**src/rtl/bmu_pkg.sv**
```systemverilog
// Shared types, default widths and saturation helper for the branch metric unit.
// Optional erasure support is enabled by defining BMU_ERASURE_EN.
package bmu_pkg;

  localparam int unsigned SOFT_W_DEF   = 4;
  localparam int unsigned METRIC_W_DEF = 8;

  typedef logic signed [METRIC_W_DEF-1:0] metric_t;

  typedef struct packed {
`ifdef BMU_ERASURE_EN
    logic [1:0]            erase;
`endif
    logic [SOFT_W_DEF-1:0] s1;
    logic [SOFT_W_DEF-1:0] s0;
  } sym_pair_t;

  // Clamp a wide signed sum into the range of a w-bit signed metric.
  function automatic int sat_metric(input int m, input int unsigned w);
    int hi;
    int lo;
    hi = (32'sd1 <<< (w - 1)) - 32'sd1;
    lo = -(32'sd1 <<< (w - 1));
    if (m > hi) return hi;
    if (m < lo) return lo;
    return m;
  endfunction

endpackage

```
**src/rtl/sym_fifo.sv**
```systemverilog
// First-word-fall-through FIFO with occupancy output; pointers carry an extra wrap bit.
module sym_fifo #(
  parameter int unsigned DW    = 8,
  parameter int unsigned DEPTH = 16,
  localparam int unsigned AW   = $clog2(DEPTH)
) (
  input  logic          clk,
  input  logic          reset,
  input  logic          i_push,
  input  logic [DW-1:0] i_data,
  input  logic          i_pop,
  output logic [DW-1:0] o_data,
  output logic          o_full,
  output logic          o_empty,
  output logic [AW:0]   o_level
);

  logic [AW:0]   r_wptr;
  logic [AW:0]   r_rptr;
  logic [DW-1:0] r_mem [DEPTH];
  logic          w_do_push;
  logic          w_do_pop;

  assign o_full    = (r_wptr ^ r_rptr) == {1'b1, {AW{1'b0}}};
  assign o_empty   = r_wptr == r_rptr;
  assign o_level   = r_wptr - r_rptr;
  assign o_data    = r_mem[r_rptr[AW-1:0]];
  assign w_do_push = i_push & ~o_full;
  assign w_do_pop  = i_pop & ~o_empty;

  always_ff @(posedge clk) begin
    if (reset) begin
      r_wptr <= '0;
      r_rptr <= '0;
    end else begin
      if (w_do_push) r_wptr <= r_wptr + 1'b1;
      if (w_do_pop)  r_rptr <= r_rptr + 1'b1;
    end
  end

  always_ff @(posedge clk) begin
    if (w_do_push) r_mem[r_wptr[AW-1:0]] <= i_data;
  end

endmodule

```
**src/rtl/branch_metric_unit.sv**
```systemverilog
// Fano branch metrics for both hypotheses; symbol FIFO absorbs re-encoder latency.
// Define BMU_ERASURE_EN to add per-bit erasure inputs for depunctured streams.
module branch_metric_unit
  import bmu_pkg::*;
#(
  parameter int unsigned SOFT_W     = SOFT_W_DEF,
  parameter int unsigned METRIC_W   = METRIC_W_DEF,
  parameter int unsigned FIFO_DEPTH = 16,
  parameter int unsigned BIAS       = 1,
  localparam int unsigned LW        = $clog2(FIFO_DEPTH) + 1
) (
  input  logic                       clk,
  input  logic                       reset,
  input  logic                       i_sym_vld,
  input  logic [2*SOFT_W-1:0]        i_sym,
`ifdef BMU_ERASURE_EN
  input  logic [1:0]                 i_sym_erase,
`endif
  output logic                       o_sym_rdy,
  input  logic                       i_rib_vld,
  input  logic [1:0]                 i_rib_0,
  input  logic [1:0]                 i_rib_1,
  output logic                       o_vld,
  output logic signed [METRIC_W-1:0] o_metric_best,
  output logic signed [METRIC_W-1:0] o_metric_worst,
  output logic                       o_best_bit,
  output logic [LW-1:0]              o_level,
  output logic                       o_underflow
);

  localparam int unsigned TW = SOFT_W + 3;
`ifdef BMU_ERASURE_EN
  localparam int unsigned DW = 2 * SOFT_W + 2;
`else
  localparam int unsigned DW = 2 * SOFT_W;
`endif

  logic [DW-1:0]       w_fifo_din;
  logic [DW-1:0]       w_head;
  logic                w_full;
  logic                w_empty;
  logic                w_push;
  logic                w_pop;

  logic                r_s1_vld;
  logic [2*SOFT_W-1:0] r_s1_sym;
  logic [1:0]          r_s1_rib0;
  logic [1:0]          r_s1_rib1;
  logic [1:0]          r_s1_erase;
  logic [1:0]          w_head_erase;

  logic                       r_vld;
  logic signed [METRIC_W-1:0] r_best;
  logic signed [METRIC_W-1:0] r_worst;
  logic                       r_best_bit;
  logic                       r_underflow;

`ifdef BMU_ERASURE_EN
  assign w_fifo_din   = {i_sym_erase, i_sym};
  assign w_head_erase = w_head[DW-1 -: 2];
`else
  assign w_fifo_din   = i_sym;
  assign w_head_erase = 2'b00;
`endif

  assign o_sym_rdy = ~w_full & ~reset;
  assign w_push    = i_sym_vld & o_sym_rdy;
  assign w_pop     = i_rib_vld & ~w_empty;

  sym_fifo #(
    .DW    (DW),
    .DEPTH (FIFO_DEPTH)
  ) u_sym_fifo (
    .clk     (clk),
    .reset   (reset),
    .i_push  (w_push),
    .i_data  (w_fifo_din),
    .i_pop   (w_pop),
    .o_data  (w_head),
    .o_full  (w_full),
    .o_empty (w_empty),
    .o_level (o_level)
  );

  always_ff @(posedge clk) begin
    if (reset) begin
      r_s1_vld   <= 1'b0;
      r_s1_sym   <= '0;
      r_s1_rib0  <= '0;
      r_s1_rib1  <= '0;
      r_s1_erase <= '0;
    end else begin
      r_s1_vld <= w_pop;
      if (w_pop) begin
        r_s1_sym   <= w_head[2*SOFT_W-1:0];
        r_s1_rib0  <= i_rib_0;
        r_s1_rib1  <= i_rib_1;
        r_s1_erase <= w_head_erase;
      end
    end
  end

  // Extra headroom bits make negation of the most negative soft value exact.
  function automatic logic signed [TW-1:0] soft_term(input logic [SOFT_W-1:0] i_s,
                                                     input logic i_bit, input logic i_er);
    logic signed [TW-1:0] v;
    v = {{3{i_s[SOFT_W-1]}}, i_s};
    if (i_er) return '0;
    return i_bit ? v : -v;
  endfunction

  logic signed [TW-1:0]       w_t00, w_t01, w_t10, w_t11;
  int                         w_sum0, w_sum1;
  logic signed [METRIC_W-1:0] w_m0, w_m1;
  logic                       w_sel1;

  assign w_t00  = soft_term(r_s1_sym[SOFT_W-1:0], r_s1_rib0[0], r_s1_erase[0]);
  assign w_t01  = soft_term(r_s1_sym[2*SOFT_W-1:SOFT_W], r_s1_rib0[1], r_s1_erase[1]);
  assign w_t10  = soft_term(r_s1_sym[SOFT_W-1:0], r_s1_rib1[0], r_s1_erase[0]);
  assign w_t11  = soft_term(r_s1_sym[2*SOFT_W-1:SOFT_W], r_s1_rib1[1], r_s1_erase[1]);
  assign w_sum0 = int'(w_t00) + int'(w_t01) - int'(BIAS);
  assign w_sum1 = int'(w_t10) + int'(w_t11) - int'(BIAS);
  assign w_m0   = METRIC_W'(sat_metric(w_sum0, METRIC_W));
  assign w_m1   = METRIC_W'(sat_metric(w_sum1, METRIC_W));
  assign w_sel1 = w_m1 > w_m0;

  always_ff @(posedge clk) begin
    if (reset) begin
      r_vld       <= 1'b0;
      r_best      <= '0;
      r_worst     <= '0;
      r_best_bit  <= 1'b0;
      r_underflow <= 1'b0;
    end else begin
      r_vld <= r_s1_vld;
      if (r_s1_vld) begin
        r_best     <= w_sel1 ? w_m1 : w_m0;
        r_worst    <= w_sel1 ? w_m0 : w_m1;
        r_best_bit <= w_sel1;
      end
      if (i_rib_vld && w_empty) r_underflow <= 1'b1;
    end
  end

  assign o_vld          = r_vld;
  assign o_metric_best  = r_best;
  assign o_metric_worst = r_worst;
  assign o_best_bit     = r_best_bit;
  assign o_underflow    = r_underflow;

endmodule

```
**config.mk**
```make
export PLATFORM = sky130hd
export DESIGN_NAME = branch_metric_unit
export DESIGN_NICKNAME = d
export VERILOG_FILES = /design/src/rtl/bmu_pkg.sv /design/src/rtl/sym_fifo.sv /design/src/rtl/branch_metric_unit.sv
export SDC_FILE = /design/constraint.sdc
export NUM_CORES = 1
export LEC_CHECK = 0
export BUFFER_PORTS_ARGS = -buffer_cell sky130_fd_sc_hd__buf_2
export CAP_MARGIN = 15
export CORE_MARGIN = 2
export CORE_UTILIZATION = 40
export DETAILED_ROUTE_END_ITERATION = 6
export PLACE_DENSITY = 0.57
export SLEW_MARGIN = 20
export SYNTH_ARGS = -nofsm -noshare
export SYNTH_HDL_FRONTEND = slang
export SYNTH_HIERARCHICAL = 1
export SYNTH_SLANG_ARGS = --single-unit
```
**constraint.sdc**
```tcl
create_clock -name clk -period 6 [get_ports clk]
set_clock_uncertainty 0.2 [all_clocks]
set_input_delay 1.2 -clock clk [delete_from_list [all_inputs] [get_ports clk]]
set_output_delay 1.2 -clock clk [all_outputs]
set_load 0.02 [all_outputs]
```
==> reports/qor.txt, run 1 <==
===========================================================================================
Average cell area after synthesis ............................................     12.6 µm²
Count of flip-flops with a built-in enable after synthesis ...................          128
Min-Delay Endpoint ........................................................... o_metric_best[7]$_SDFFE_PP0P_
Worst Reg-to-Reg Cells .......................................................           19
Final TNS setup ..............................................................         0 ns
Setup slack on the worst flop-to-flop path ...................................      0.91 ns
Number of pins exceeding their max-slew limit in the final report ............            0
Maximum VDD drop .............................................................   0.000243 V
Global-route wire length before repair .......................................     28800 µm
Max-slew headroom at the worst pin ...........................................        36.6%
Largest buffer count on any clock path .......................................            2
Synth top area cells ......................................................... edfxtp_1 (45%), dfxtp_1 (11%), mux4_2 (8.4%), ha_1 (6.4%), inv_1 (2.4%)
Number of setup buffers added after CTS ......................................            0
Critical Path Source Type ....................................................    flip-flop
Number of hold violations in the final report ................................            0
Area enclosed by the die boundary ............................................   0.0225 mm²
DIE HEIGHT ...................................................................       150 µm
Endpoint of the worst-slack reg-to-reg timing path ........................... o_metric_worst[5]$_SDFFE_PP0P_
Number of failing setup endpoints in the final timing report .................            0
# rows .......................................................................           53
Total wirelength of the detailed-routed design ...............................     18100 µm
Post_cts resized .............................................................            0
Synth Flop Type ..............................................................     edfxtp_1
Routed vias ..................................................................         5436
Vias in the first global route ...............................................         5392
Switch share .................................................................        37.0%
Synthesis-to-layout area growth ..............................................        12.2%
Pre-antenna DRT Iters ........................................................            5
Footprint of the multi-input gates ...........................................  0.00343 mm²
Antenna cell count ...........................................................            0
Result of the run ............................................................ finished clean
Transition time of the tightest slew-check pin ...............................     0.947 ns
Post-detailed-route DRC marker count .........................................            0
Combinational share of power .................................................        38.6%
Startpoint of the worst-slack reg-to-reg timing path ......................... r_s1_sym[1]$_SDFFE_PP0P_
Total placed cells including tap cells .......................................          972
Reported net switching power .................................................      1450 µW
Share of flip-flops with an asynchronous set or reset ........................           0%
Filler cell count ............................................................         1913
TritonCTS clock tree .........................................................        built
Syn Std Cell Area ............................................................  0.00854 mm²
Overall power after layout ...................................................      3910 µW
Number of antenna-violating nets in the routed design ........................            0
Area share of the largest cell type after synthesis ..........................        45.0%
Most frequent standard cell in the layout excluding fill and tap cells .......     edfxtp_1
Half-perimeter wire length after placement ...................................     12600 µm
Synth Warn # .................................................................            6
Pre-CTS setup slack ..........................................................     0.952 ns
Achievable clock frequency ...................................................      196 MHz
Design internal power ........................................................      2470 µW
Number of cells on the worst hold path .......................................            2
CTS H-tree lvls ..............................................................            4
Final Critical Period ........................................................      5.09 ns
Category of the most critical setup path ..................................... flip-flop to flip-flop
Max-capacitance violation count ..............................................            0
Detail-routed net length per standard cell ...................................      18.0 µm
Final non-filler cell total ..................................................         1003
Arrival time worst endpoint ..................................................      5.25 ns
Clock root buffer ............................................................    clkbuf_16
Library cell occupying the most area in the post-synthesis netlist ...........     edfxtp_1
Count of clock tree sinks ....................................................          174
Hold Crit Start .............................................................. o_metric_best[7]$_SDFFE_PP0P_
Largest net degree at the start of global routing ............................           47
GRT overflow .................................................................            0
Setup repair after global routing missed its margin ..........................           no
I/O Pins .....................................................................           41
Core outline area ............................................................   0.0210 mm²
Data required, critical path .................................................      6.15 ns
Most frequent cells in the layout ............................................ edfxtp_1 (128), inv_1 (55), nand2_1 (55)
Effective utilization at floorplan ...........................................        40.7%
Synth Register Bits ..........................................................          174
End-of-flow core utilization .................................................        45.7%
Number of design-rule violations left by the first detailed-router iteration .          346
Share of post-route cells with drive strength above 1 ........................        19.0%
Synth Net Count ..............................................................          742
Hold Buf Count CTS ...........................................................            0
Number of antenna violations at the first check in global routing ............            0
I/O Buffers ..................................................................           40
Post-synthesis cell count ....................................................          679
Worst path setup slack after routing .........................................     0.905 ns
Area taken by flip-flops and latches .........................................  0.00477 mm²
Final worst path period share ................................................        84.9%
GRT Total Usage ..............................................................        16.9%
Critical path fanouts, max ...................................................           16
Sort of element at the end of the critical path ..............................    flip-flop
RD Place Congestion ..........................................................        0.845
Proportion of power drawn by the clock network ...............................        27.2%
Final net count ..............................................................          779
Power density cells ..........................................................   408 mW/mm²
Hold Path Class .............................................................. flip-flop to flip-flop
Library cells used by synthesis ..............................................           66
Clk slew on worst S/H paths ..................................................      0.07 ns
Die W ........................................................................       150 µm
Avg Vias per Cell ............................................................         5.42
Sequential fraction of the synthesis area ....................................        55.8%
Leak pwr .....................................................................   0.00348 µW
TritonCTS buffer count .......................................................           17
Source-to-sink clock delay at the later pin of the worst-skew pair ...........      0.43 ns
Sequential power share .......................................................        34.1%
===========================================================================================
==> worst max-delay path, stage by stage, from the launching register on <==
cell and delay, ns:
dfxtp_1 0.41, inv_1 0.06, ha_1 0.29, mux2i_1 0.14, ha_1 0.25, inv_1 0.06, ha_1 0.16, inv_1 0.05
fa_1 0.40, and2b_1 0.27, o31a_1 0.20, a211oi_2 0.13, o31ai_1 0.52, inv_1 0.09, ha_1 0.22, a211oi_1 0.23
nand2_1 0.14, o211ai_2 0.60, mux2_2 0.42, a211oi_2 0.20
==> power by group through the flow <==
stage               clock network, µW  logic (µW)  registers [µW]
finish                           1070        1510            1340
global route                     1140        1680            1340
CTS                              1090        1500            1340
detailed placement                  0        1490            1360
global placement                    0        1460            1360
floorplan                           0        1180            1370
==> kinds of logic (layout without fill, tap and decap cells) <==
family          after synthesis  in the layout  share of synthesized area (%)
fa+ha+maj                    47             47                           7.15
flops                       174            174                           55.8
compound gates              124            124                           10.5
simple gates                187            187                           10.7
buf+inv                      85            134                           3.99
mux                          44             44                           9.89
xor+xnor                     18             18                           1.93
==> how the worst max path moves through the flow <==
stage / from / endpoint / slack, ns / depth (start not counted)
CTS: r_s1_sym[1]$_SDFFE_PP0P_ / o_metric_worst[5]$_SDFFE_PP0P_ / 0.92 / 19
global placement: r_s1_sym[1]$_SDFFE_PP0P_ / o_metric_worst[5]$_SDFFE_PP0P_ / 1.11 / 19
detailed placement: r_s1_sym[1]$_SDFFE_PP0P_ / o_metric_worst[5]$_SDFFE_PP0P_ / 0.95 / 19
finish: r_s1_sym[1]$_SDFFE_PP0P_ / o_metric_worst[5]$_SDFFE_PP0P_ / 0.91 / 19
global route: r_s1_sym[5]$_SDFFE_PP0P_ / o_metric_worst[5]$_SDFFE_PP0P_ / 0.47 / 19
floorplan: r_s1_sym[1]$_SDFFE_PP0P_ / o_metric_worst[6]$_SDFFE_PP0P_ / 1.72 / 19
==> final cells by class <==
type                    instances  area share, %
multi-input cells             420           35.8
repair buffers                 48           2.72
well taps                     275           3.59
flip-flops and latches        174           49.8
clock buffers                  17           4.44
clock inverters                14           1.49
inverters                      55           2.16
==> routing by layer <==
layer	part of all wire, %	routed length (µm)	track usage (%)
met1	46	8290	22.8
met2	49	8800	27.9
met3	3.9	711	2.82
met4	1.5	267	5.52
met5	0	0	0
==> sequential cells by signal, summed over array words and instances (netlist names), named ones only <==
name,flops
o_underflow,1
o_best_bit,1
u_sym_fifo/r_wptr,5
o_metric_worst,8
o_vld,1
r_s1_rib0,2
r_s1_rib1,2
u_sym_fifo/r_rptr,5
r_s1_sym,8
o_metric_best,8
r_s1_vld,1
u_sym_fifo/r_mem,128
==> stage by stage <==
| step | hold slack, ns | cell area, µm² |
|---|---|---|
| finish | 0.271 | 9580 |
| global route | 0.296 | 9580 |
| CTS | 0.276 | 9580 |
| detailed placement | 0.266 | 9010 |
| global placement | 0.248 | 9010 |
| floorplan | 0.249 | 8540 |
==> Yosys cell counts (all sizes together), types with 2 or more instances <==
library cell,number
a22oi,19
nor2,52
or3,3
xor2,6
mux2,3
a21oi,33
a21o,10
a211o,2
and2,5
o211a,2
and2b,2
mux2i,9
nand2,55
edfxtp,128
nand4,4
nand3,15
ha,44
or2,2
clkbuf,16
nor3b,4
nor3,19
nand2b,9
o21a,9
o211ai,5
a311oi,7
buf,14
xnor2,12
o21ai,17
mux4,32
and4bb,2
nor2b,10
a31oi,2
a41oi,2
fa,3
a211oi,9
dfxtp,46
inv,55
Power figures use the tool's default switching activity.
==> run 2: changes to the inputs <==
Settings changed: ABC_AREA set to 1.
Clock period 6 ns to 4.9 ns, I/O delays scaled along.
==> reports/qor.txt, run 2 <==
===========================================================================================
Global-route wire length before repair .......................................     33600 µm
Number of pins exceeding their max-slew limit in the final report ............            0
Dominant combinational cell family by area after synthesis ................... simple AND/OR/NAND/NOR gates
Category of the most critical setup path ..................................... flip-flop to flip-flop
Critical Path Source Type ....................................................    flip-flop
Half-perimeter wire length after placement ...................................     13800 µm
Synthesized-area fraction occupied by xor and xnor cells .....................        1.41%
Area of all placed cells without fillers .....................................   0.0104 mm²
Result of the run ............................................................ finished clean
Data required, critical path .................................................      5.08 ns
Combinational share of power .................................................        52.2%
Post-synthesis cell count ....................................................         1116
Vias in the first global route ...............................................         6500
Most frequent cells in the layout ............................................ nand2_1 (318), inv_1 (210), nand3_1 (129)
Number of antenna violations at the first check in global routing ............            0
Start point of the critical path ............................................. r_s1_sym[4]$_SDFFE_PP0P_
GRT overflow .................................................................            0
Source-to-sink clock delay at the later pin of the worst-skew pair ...........      0.44 ns
Hold Crit Start .............................................................. o_underflow$_SDFFE_PP0P_
Clock root buffer ............................................................    clkbuf_16
Synth top area cells ......................................................... edfxtp_1 (41%), nand2_1 (13%), dfxtp_1 (9.9%), inv_1 (8.5%), nand3_1 (7.1%)
Synth Warn # .................................................................            6
Proportion of synthesized area in mux cells ..................................           0%
Syn Std Cell Area ............................................................  0.00935 mm²
Power density cells ..........................................................   620 mW/mm²
Final Critical Period ........................................................      4.41 ns
Number of setup buffers added after CTS ......................................            0
Sequential fraction of the synthesis area ....................................        51.0%
End-of-flow core utilization .................................................        45.8%
Top layer reached by signal wires ............................................         met4
Overall power after layout ...................................................      6460 µW
Max-slew headroom at the worst pin ...........................................        40.9%
Total wirelength of the detailed-routed design ...............................     20900 µm
Max-capacitance violation count ..............................................            0
TritonCTS clock tree .........................................................        built
Final net count ..............................................................         1207
Top cells by count, synth .................................................... nand2_1 (319), inv_1 (211), nand3_1 (132)
Post-detailed-route DRC marker count .........................................            0
Cell Area, Placed ............................................................  0.00978 mm²
Transition time of the tightest slew-check pin ...............................     0.883 ns
Antenna cell count ...........................................................            0
Simple-gate portion of the synthesized area ..................................        25.4%
Pre-antenna DRT Iters ........................................................            5
Startpoint of the worst-slack reg-to-reg timing path ......................... r_s1_sym[4]$_SDFFE_PP0P_
Area share of the largest cell type after synthesis ..........................        41.1%
Sort of element at the end of the critical path ..............................    flip-flop
Number of antenna-violating nets in the routed design ........................            0
Final worst path period share ................................................        90.0%
# rows .......................................................................           55
Synthesized-area fraction occupied by adder cells ............................        6.53%
Routed vias ..................................................................         6960
Largest buffer count on any clock path .......................................            2
Average cell area after synthesis ............................................     8.38 µm²
Total placed cells including tap cells .......................................         1438
Library cell occupying the most area in the post-synthesis netlist ...........     edfxtp_1
Area enclosed by the die boundary ............................................   0.0246 mm²
Avg Vias per Cell ............................................................         4.73
Synthesis-to-layout area growth ..............................................        11.5%
Reported net switching power .................................................      2890 µW
Largest net degree at the start of global routing ............................           65
TritonCTS buffer count .......................................................           17
Arrival time worst endpoint ..................................................      4.59 ns
Synth Register Bits ..........................................................          174
Share of flip-flops with an asynchronous set or reset ........................           0%
Sequential power share .......................................................        26.4%
Maximum VDD drop .............................................................   0.000525 V
Most common cell in the synthesized netlist ..................................      nand2_1
Number of hold violations in the final report ................................            0
Achievable clock frequency ...................................................      227 MHz
I/O Buffers ..................................................................           40
Effective utilization at floorplan ...........................................        41.0%
Met3 wire len ................................................................       805 µm
Library cells used by synthesis ..............................................           41
Max FFs per register .........................................................          128
Number of failing setup endpoints in the final timing report .................            0
Share of post-route cells with drive strength above 1 ........................        10.0%
Core outline area ............................................................   0.0228 mm²
Leak pwr .....................................................................   0.00490 µW
Share of the synthesized area in compound gates (AO/OA/AOI/OAI) ..............        4.68%
DIE HEIGHT ...................................................................       157 µm
Hold Path Class .............................................................. flip-flop to flip-flop
Final non-filler cell total ..................................................         1470
Met2 WL post-DR ..............................................................      9860 µm
Switch share .................................................................        44.8%
Count of flip-flops with a built-in enable after synthesis ...................          128
Detail-routed net length per standard cell ...................................      14.2 µm
Synth Net Count ..............................................................         1179
Count of clock tree sinks ....................................................          174
RD Place Congestion ..........................................................        0.826
Synth Flop Type ..............................................................     edfxtp_1
Die W ........................................................................       157 µm
Number of design-rule violations left by the first detailed-router iteration .          512
GRT Total Usage ..............................................................        17.6%
Proportion of power drawn by the clock network ...............................        21.3%
Clk slew on worst S/H paths ..................................................      0.08 ns
Most frequent standard cell in the layout excluding fill and tap cells .......      nand2_1
I/O Pins .....................................................................           41
Design internal power ........................................................      3570 µW
Critical path fanouts, max ...................................................           11
Final TNS setup ..............................................................         0 ns
CTS H-tree lvls ..............................................................            4
Detailed-routing wirelength on met1 ..........................................     10100 µm
===========================================================================================
[run 2: cell types whose count changed after synthesis, moves of 11 or more]
cell / delta
nand2_1: +264
inv_1: +156
nand3_1: +117
mux4_2: -32
o21ai_0: +20
a22oi_1: -16
nor3_1: -15
a21oi_1: +11
buf_2: +11
[run 2: cell type report]
| class | instances | area [µm²] |
|---|---|---|
| clock buffers | 17 | 425 |
| repair buffers | 46 | 245 |
| well taps | 313 | 392 |
| flip-flops and latches | 174 | 4770 |
| clock inverters | 15 | 184 |
| fillers | 2252 | 12400 |
| inverters | 217 | 825 |
| multi-input cells | 688 | 3590 |
[run 2: worst max-delay path, cell delays in order, from the launching register on]
cell      delay [ns]
dfxtp_1         0.33
inv_1           0.07
ha_1            0.22
a21oi_1         0.15
inv_1           0.07
a21oi_1         0.22
inv_1           0.08
ha_1            0.28
inv_1           0.04
ha_1            0.37
nand2_2         0.10
nor3_2          0.11
nand2_1         0.08
nand2_2         0.07
nand2_4         0.07
or2_4           0.30
and2_1          0.18
ha_1            0.27
nand2_1         0.07
nor3_1          0.21
a21boi_2        0.14
a21oi_4         0.24
buf_4           0.21
nand2_1         0.06
o211ai_1        0.09
nand2_1         0.07
inv_1           0.07
[run 2: kinds of logic (layout without fill, tap and decap cells)]
logic type / Yosys count / after routing
adder cells (fa/ha/maj): 47 / 47
XOR/XNOR: 15 / 15
AO/OA/AOI/OAI: 83 / 83
flip-flops: 174 / 174
buffers and inverters: 254 / 295
AND/OR/NAND/NOR: 543 / 543
[run 2: what timing repair did]
item / 4_1_cts / 5_1_grt
hold buffers: 0 / 0
setup endpoints to repair: 0 / 16
gates resized for setup: 0 / 9
endpoints found under the hold margin: 0 / 0
[run 2: path summary, 6_finish.rpt]
kind	cells after the start	to	slack, ns
worst max-delay path	26	o_metric_worst[7]$_SDFFE_PP0P_	0.49
worst min-delay path	2	o_underflow$_SDFFE_PP0P_	0.27
worst max register to register	26	o_metric_worst[7]$_SDFFE_PP0P_	0.49
worst min register to register	2	o_underflow$_SDFFE_PP0P_	0.27
[run 2: per-layer routing]
metal | vias to the layer above | global-route usage [%]
met2 | 119 | 29.2
met1 | 3222 | 24.5
met4 | 0 | 3.93
met5 | - | 0
met3 | 11 | 2.66
li1 | 3608 | -
[run 2: power groups by stage]
stage / sequential [µW] / combinational, µW / clock [µW]
2_1_floorplan: 1790 / 2570 / 0
6_report: 1710 / 3380 / 1380
5_1_grt: 1720 / 3870 / 1460
4_1_cts: 1710 / 3300 / 1410
3_3_place_gp: 1740 / 3260 / 0
3_5_place_dp: 1740 / 3270 / 0
[run 2: per-stage QoR]
| step | worst slack, ns | hold WS, ns |
|---|---|---|
| after global routing | -0.00931 | 0.322 |
| after CTS | 0.237 | 0.273 |
| final | 0.491 | 0.267 |
| after detailed placement | 0.268 | 0.255 |
| after floorplan | 0.876 | 0.273 |
| after global placement | 0.332 | 0.248 |
==> run 3: changes to the inputs <==
Settings changed: ABC_AREA 1 to unset.
==> reports/qor.txt, run 3 (same netlist as run 1, synthesis figures left out) <==
===========================================================================================
Result of the run ............................................................ finished clean
I/O Pins .....................................................................           41
Avg Vias per Cell ............................................................         5.34
Category of the most critical setup path ..................................... flip-flop to flip-flop
# rows .......................................................................           53
Pre-antenna DRT Iters ........................................................            4
Total placed cells including tap cells .......................................          975
Area enclosed by the die boundary ............................................   0.0225 mm²
Number of failing setup endpoints in the final timing report .................            0
Global-route wire length before repair .......................................     28400 µm
Total wirelength of the detailed-routed design ...............................     17800 µm
CTS H-tree lvls ..............................................................            4
Number of antenna-violating nets in the routed design ........................            0
Max-slew headroom at the worst pin ...........................................        36.2%
Data required, critical path .................................................      5.05 ns
RD Place Congestion ..........................................................        0.878
Switch share .................................................................        36.5%
Maximum VDD drop .............................................................   0.000359 V
Largest net degree at the start of global routing ............................           47
Source-to-sink clock delay at the later pin of the worst-skew pair ...........      0.43 ns
Final Critical Period ........................................................      4.64 ns
Sequential power share .......................................................        32.4%
GRT Total Usage ..............................................................        16.6%
Synthesis-to-layout area growth ..............................................        13.9%
GRT overflow .................................................................            0
Hold Path Class .............................................................. flip-flop to flip-flop
Final hold slack .............................................................     0.269 ns
Proportion of power drawn by the clock network ...............................        26.3%
Largest buffer count on any clock path .......................................            2
Share of post-route cells with drive strength above 1 ........................        21.3%
Slowest library cell on the worst path .......................................        or4_4
Critical Path Source Type ....................................................    flip-flop
Routed vias ..................................................................         5380
Leak pwr .....................................................................   0.00352 µW
Final worst path period share ................................................        94.7%
Vias in the first global route ...............................................         5333
Overall power after layout ...................................................      5070 µW
Post-detailed-route DRC marker count .........................................            0
Transition time of the tightest slew-check pin ...............................     0.953 ns
Combinational share of power .................................................        41.2%
Hold Buf Count CTS ...........................................................            0
Cell repeated most along the worst path ......................................         ha_1
Number of pins exceeding their max-slew limit in the final report ............            0
TritonCTS clock tree .........................................................        built
Sort of element at the end of the critical path ..............................    flip-flop
TritonCTS buffer count .......................................................           17
Achievable clock frequency ...................................................      215 MHz
Critical path fanouts, max ...................................................            8
Number of antenna violations at the first check in global routing ............            0
Max-capacitance violation count ..............................................            0
Die W ........................................................................       150 µm
I/O Buffers ..................................................................           40
Final non-filler cell total ..................................................         1008
Detail-routed net length per standard cell ...................................      17.7 µm
Cells traversed along the worst timing path .................................. inv_1 > ha_1 > nor2b_1 > nor3_1 > a21o_1 > inv_1 > ha_1 > inv_1 > ha_1 > and4bb_4 > nand3b_2 > or4_4 > a22oi_4 > ha_1 > nand4_1 > a2bb2oi_2 > o211a_4 > mux2_2 > a211oi_2
Number of hold violations in the final report ................................            0
Final net count ..............................................................          783
DIE HEIGHT ...................................................................       150 µm
Clk slew on worst S/H paths ..................................................      0.07 ns
Max FFs per register .........................................................          128
Worst path max stage delay ...................................................      0.50 ns
Reported net switching power .................................................      1850 µW
Number of design-rule violations left by the first detailed-router iteration .          339
Count of clock tree sinks ....................................................          174
Core outline area ............................................................   0.0210 mm²
Half-perimeter wire length after placement ...................................     12600 µm
Antenna cell count ...........................................................            0
Power density cells ..........................................................   521 mW/mm²
Arrival time worst endpoint ..................................................      4.79 ns
Cell Area, Placed ............................................................  0.00903 mm²
Setup repair after global routing missed its margin ..........................          yes
Clock root buffer ............................................................    clkbuf_16
Most frequent standard cell in the layout excluding fill and tap cells .......     edfxtp_1
Area of all placed cells without fillers .....................................  0.00972 mm²
Design internal power ........................................................      3210 µW
Most frequent cells in the layout ............................................ edfxtp_1 (128), inv_1 (55), nand2_1 (55)
Effective utilization at floorplan ...........................................        40.7%
===========================================================================================
-- run 3: power by group through the flow --
stage / logic, µW / registers [µW] / clock network, µW
2_1_floorplan: 1440 / 1680 / 0
3_3_place_gp: 1920 / 1670 / 0
3_5_place_dp: 1940 / 1680 / 0
4_1_cts: 1950 / 1640 / 1360
5_1_grt: 2310 / 1650 / 1420
6_report: 2090 / 1640 / 1330
-- run 3: worst paths after layout --
| path | startpoint | endpoint | slack [ns] | cells after the start |
|---|---|---|---|---|
| setup / recovery | r_s1_sym[0]$_SDFFE_PP0P_ | o_metric_best[5]$_SDFFE_PP0P_ | 0.26 | 19 |
| hold / removal | o_metric_best[7]$_SDFFE_PP0P_ | o_metric_best[7]$_SDFFE_PP0P_ | 0.27 | 2 |
| setup reg to reg | r_s1_sym[0]$_SDFFE_PP0P_ | o_metric_best[5]$_SDFFE_PP0P_ | 0.26 | 19 |
| hold reg to reg | o_metric_best[7]$_SDFFE_PP0P_ | o_metric_best[7]$_SDFFE_PP0P_ | 0.27 | 2 |
-- run 3: timing repair --
item                       CTS  global route
setup endpoints to repair    0            17
setup buffers                0             1
gates resized for setup      0            16
-- run 3: layer usage --
metal	vias up	global-route usage, %	wire length [µm]
met5	-	0	0
met4	0	4.86	167
met3	9	2.85	734
met2	106	27.0	8730
met1	2668	23.0	8180
li1	2597	-	-
-- run 3: critical path: cells and delay by family, from the launching register on --
kind | cells | cell delay [ns]
buffers and inverters | 3 | 0.17
AOI/OAI and AO/OA | 5 | 1.00
and+or+nand+nor | 6 | 1.32
muxes | 1 | 0.35
adders and majority gates | 4 | 1.14
DFF | 1 | 0.37
-- run 3: final cells by class --
cell class	instances	area (µm²)
clock buffer	17	425
inverter	55	206
fill	1916	11200
timing repair buffer	52	290
sequential	174	4770
tap	275	344
multi-input combinational	420	3500
clock inverter	15	184
-- run 3: stage by stage --
| step | worst slack [ns] | util, % | TNS, ns |
|---|---|---|---|
| 6_report | 0.257 | 46.4 | 0 |
| 5_1_grt | -0.0443 | 46.4 | -0.190 |
| 4_1_cts | 0.0148 | 46.0 | 0 |
| 3_5_place_dp | 0.0447 | 43.1 | 0 |
| 3_3_place_gp | 0.267 | 43.1 | 0 |
| 2_1_floorplan | 0.620 | - | 0 |
